$ cat config.mk
export PLATFORM = sky130hd
export DESIGN_NAME = tone_sequencer
export DESIGN_NICKNAME = d
export VERILOG_FILES = /design/src/rtl/tone_sequencer.sv
export SDC_FILE = /design/constraint.sdc
export NUM_CORES = 1
export LEC_CHECK = 0
export BUFFER_PORTS_ARGS = -buffer_cell sky130_fd_sc_hd__buf_2
export CAP_MARGIN = 20
export CORE_UTILIZATION = 63
export DETAILED_ROUTE_END_ITERATION = 12
export PLACE_DENSITY = 0.83
export SYNTH_ARGS = -nofsm -noshare
export SYNTH_HDL_FRONTEND = slang
export SYNTH_SLANG_ARGS = --single-unit
$ cat constraint.sdc
create_clock -name clock -period 3.5 [get_ports clock]
set_clock_uncertainty 0.15 [all_clocks]
set_input_delay 0.525 -clock clock [delete_from_list [all_inputs] [get_ports clock]]
set_output_delay 0.525 -clock clock [all_outputs]
set_load 0.01 [all_outputs]
$ cat src/rtl/tone_sequencer.sv
// tone_sequencer: plays each tone selected by a 5-bit mask in order (tone 1 first),
// as fixed-length square-wave bursts separated by silent gaps.
module tone_sequencer #(
    parameter int HALF1       = 25_000,
    parameter int HALF2       = 12_500,
    parameter int HALF3       = 8_333,
    parameter int HALF4       = 6_250,
    parameter int HALF5       = 5_000,
    parameter int TONE_CYCLES = 30_000_000,
    parameter int GAP_CYCLES  = 5_000_000
) (
    input  logic       clock,
    input  logic       reset,
    input  logic       start,
    input  logic       stop,
    input  logic [4:0] tone_mask,
    output logic       tone_out,
    output logic       busy,
    output logic       done,
    output logic [4:0] active
);
    localparam logic [1:0] IDLE = 2'd0;
    localparam logic [1:0] TONE = 2'd1;
    localparam logic [1:0] GAP  = 2'd2;

    logic [1:0]  state;
    logic [4:0]  pending, cur, rest;
    logic [31:0] phase, dur, half;
    logic        phase_end, tone_end, gap_end;

    function automatic logic [4:0] first_hot(input logic [4:0] m);
        first_hot = m[4] ? 5'b10000 : m[3] ? 5'b01000 : m[2] ? 5'b00100 :
                    m[1] ? 5'b00010 : m[0] ? 5'b00001 : 5'b00000;
    endfunction

    always_comb begin
        half      = cur[4] ? 32'(HALF1) : cur[3] ? 32'(HALF2) : cur[2] ? 32'(HALF3) :
                    cur[1] ? 32'(HALF4) : 32'(HALF5);
        rest      = pending & ~cur;
        phase_end = phase == half - 32'd1;
        tone_end  = dur == 32'(TONE_CYCLES - 1);
        gap_end   = dur == 32'(GAP_CYCLES - 1);
        busy      = state != IDLE;
        active    = state == TONE ? cur : 5'b0;
        done      = state == TONE && tone_end && rest == 5'b0 && !stop;
    end

    always_ff @(posedge clock or posedge reset) begin
        if (reset) begin
            state    <= IDLE;
            pending  <= '0;
            cur      <= '0;
            phase    <= '0;
            dur      <= '0;
            tone_out <= 1'b0;
        end else if (stop) begin
            state    <= IDLE;
            pending  <= '0;
            cur      <= '0;
            phase    <= '0;
            dur      <= '0;
            tone_out <= 1'b0;
        end else begin
            case (state)
                IDLE: if (start && tone_mask != 5'b0) begin
                    state    <= TONE;
                    pending  <= tone_mask;
                    cur      <= first_hot(tone_mask);
                    phase    <= '0;
                    dur      <= '0;
                    tone_out <= 1'b0;
                end
                TONE: if (tone_end) begin
                    // every tone must start low, so the generator is cleared at the boundary
                    pending  <= rest;
                    state    <= rest != 5'b0 ? GAP : IDLE;
                    cur      <= rest != 5'b0 ? cur : 5'b0;
                    phase    <= '0;
                    dur      <= '0;
                    tone_out <= 1'b0;
                end else begin
                    phase    <= phase_end ? 32'd0 : phase + 32'd1;
                    tone_out <= phase_end ? ~tone_out : tone_out;
                    dur      <= dur + 32'd1;
                end
                GAP: if (gap_end) begin
                    state <= TONE;
                    cur   <= first_hot(pending);
                    dur   <= '0;
                end else begin
                    dur <= dur + 32'd1;
                end
                default: state <= IDLE;
            endcase
        end
    end
endmodule

==> metrics.yaml <==
grt-ovfl-total: 0
async_flop_share_pct: 100
initial_utilization_pct: 65.8
grt_setup_unrepaired: "false"
final_antenna_net_count: 0
synth.distinct_cells: 64
die_y_um: 89.3
viasPerCell: 6.58
track_usage_pct: 30.3
grt_pass1_wl_um: 18500
syn_area_um2: 4800
row_count: 31
ioPinCount: 17
drv_cap: 0
ff2ff_setup_slack_ns: 0.45
ctsResizeCount: 0
synth_seq_cells: 77
finalSetupTns_ns: 0
finalSetupViolations: 0
slowest_delay_ns: 0.61
first_pass_iters: 5
crit_chain: "ha_1, nand3_2, or4_4, or3_4, nor3_1, buf_2"
syn_to_final_growth_pct: 8.11
grt_pass1_vias: 3912
yosysTopAreaCellShare_pct: 40.1
fin_nets: 578
grt_start_max_net_pins: 47
yosysWarningCount: 0
hp-class: "in -> async"
crit_slowest_cell: "or4_4"
status: "finished clean"
hold_violations: 0
port_buffers: 16
antenna_found_initial: 0
wl_met2_um: 5390
fp.dieArea_um2: 7970
design_area_um2: 5190
synth_edf_count: 0
cts_tree: "done"
highest_layer: "met4"
wl_per_cell_um: 17.1
worstSetupStartpointType: "flip-flop"
drt_iter0_markers: 289
place_worst_setup_slack_ns: 0.467
min_period_ns: 3.34
path_clk_slew_ns: 0.09
finalWirelength_um: 11400
synth_area_leader_cell: "dfrtp_1"
root_buffer: "clkbuf_8"
detailed_place_hpwl_um: 7940
cts.path.max_buffers: 2
fmax_ghz: 0.300
drive_above_1_share_pct: 11.5
slew_violations: 0
synthTopCellsByArea: "dfrtp_1 40%, xor2_1 4.6%, nor2_1 4.5%"
finalPower_mw: 2.37
finalWorstSetupSlack_ns: 0.164
cts.sinks: 77
tightest_slew_ns: 0.864
layout_common_cells: "77 x dfrtp_1, 58 x nor2_1, 53 x nand2_1, 37 x nand3_1, 26 x o21ai_0"
post_dp_cell_area_um2: 4960
cp.required_ns: 2.82
rr_endpoint: "phase[26]$_DFFE_PP0P_"
wl_met1_um: 5060
crit_fanout: 6
critPathKind: "reg -> out"
synth_cells: 547
htree_num_levels: 3
leakage_nw: 2.26
via_count: 4381
ys.flop_type: "dfrtp_1"
numCtsBuffers: 9
postCtsHoldBufs: 0
final_common_cell: "dfrtp_1"
diodes: 0
core_um2: 7290
place_congestion: 0.895
r2r_cells: 9
clk_latency_ns: 0.36
powerDensity_nw_per_um2: 457
wl_met3_um: 698
worstPathArrival_ns: 2.66
post-cts-setup-buffers: 0
slew_headroom_pct: 42.2
ir_drop_mv: 0.181
die_w_um: 89.3
seq_area_frac_synth_pct: 40.1
synthesis.nets: 563
critPathCaptureType: "output pin"
period_share_pct: 95.3
r2r-start: "cur[1]$_DFFE_PP0P_"
drc: 0
syn_avg_cell_area_um2: 8.78
[layer usage]
metal | global-route usage [%] | vias to the layer above
li1 | - | 2035
met1 | 43.3 | 2147
met2 | 47.4 | 172
met3 | 4.25 | 27
met4 | 10.8 | 0
met5 | 0 | -
[kinds of logic (layout without fill, tap and decap cells)]
group	count (synthesis)	in the layout	synth area share, %
AND/OR/NAND/NOR	265	265	29.4
AO/OA/AOI/OAI	117	117	17.3
flip-flops	77	77	40.1
buffers and inverters	43	63	4.22
XOR/XNOR	31	31	5.66
adder cells (fa/ha/maj)	7	7	1.82
multiplexers	7	7	1.51
[metrics by stage]
step	cells	utilization (%)	hold WS, ns
3_3_place_gp	648	68.0	0.344
5_1_grt	666	71.2	0.209
4_1_cts	664	70.8	0.172
2_1_floorplan	547	-	0.309
3_5_place_dp	648	68.0	0.348
6_report	666	71.2	0.147
[layout make-up]
class / count / area, µm²
Clock buffer: 10 / 138
Clock inverter: 6 / 70.1
Fill cell: 569 / 2100
Inverter: 17 / 65.1
Multi-Input combinational cell: 427 / 2680
Sequential cell: 77 / 1930
Tap cell: 99 / 124
Timing Repair Buffer: 30 / 185
[synth_stat cells (5+ instances only)]
| cell | number |
|---|---|
| a21o_1 | 11 |
| ha_1 | 7 |
| clkbuf_1 | 13 |
| nor4_1 | 9 |
| xor2_1 | 25 |
| and3_1 | 18 |
| a22o_1 | 16 |
| or4_1 | 11 |
| and2_1 | 9 |
| nand3_1 | 38 |
| a21oi_1 | 15 |
| inv_1 | 17 |
| nor2_1 | 58 |
| nand2_1 | 53 |
| nor2b_1 | 8 |
| mux2i_1 | 5 |
| a31oi_1 | 9 |
| or3_1 | 7 |
| and4_1 | 5 |
| nor3_1 | 14 |
| o2bb2ai_1 | 6 |
| dfrtp_1 | 77 |
| xnor2_1 | 6 |
| nand4_1 | 16 |
| o21ai_0 | 26 |
| buf_2 | 9 |
[flip-flops by register name, summed over array words and instances, names as in the netlist]
signal,cells
state,2
phase,32
pending,5
cur,5
dur,32
tone_out,1
[power by group]
part	internal, mW	leakage (nW)	switching [mW]	total, mW
Combinational	0.247	1.08	0.442	0.689
Clock	0.355	0.107	0.351	0.706
Sequential	0.932	1.07	0.0473	0.979
[how the worst max path moves through the flow]
stage                             startpoint   end  slack [ns]  depth (start not counted)
final                     dur[0]$_DFFE_PP0P_  done        0.16                          6
after global routing      dur[0]$_DFFE_PP0P_  done        0.06                          6
after detailed placement  dur[0]$_DFFE_PP0P_  done        0.47                          6
after floorplan           dur[0]$_DFFE_PP0P_  done        0.69                          6
after global placement    dur[0]$_DFFE_PP0P_  done        0.55                          6
after CTS                 dur[0]$_DFFE_PP0P_  done        0.02                          6
[critical path: cells and delay by family (launching register included)]
kind,cells,cell delay (ns)
and+or+nand+nor,4,1.47
buffers and inverters,1,0.17
adders and majority gates,1,0.24
DFF,1,0.42
No activity file was read; power rests on OpenSTA's default activity.
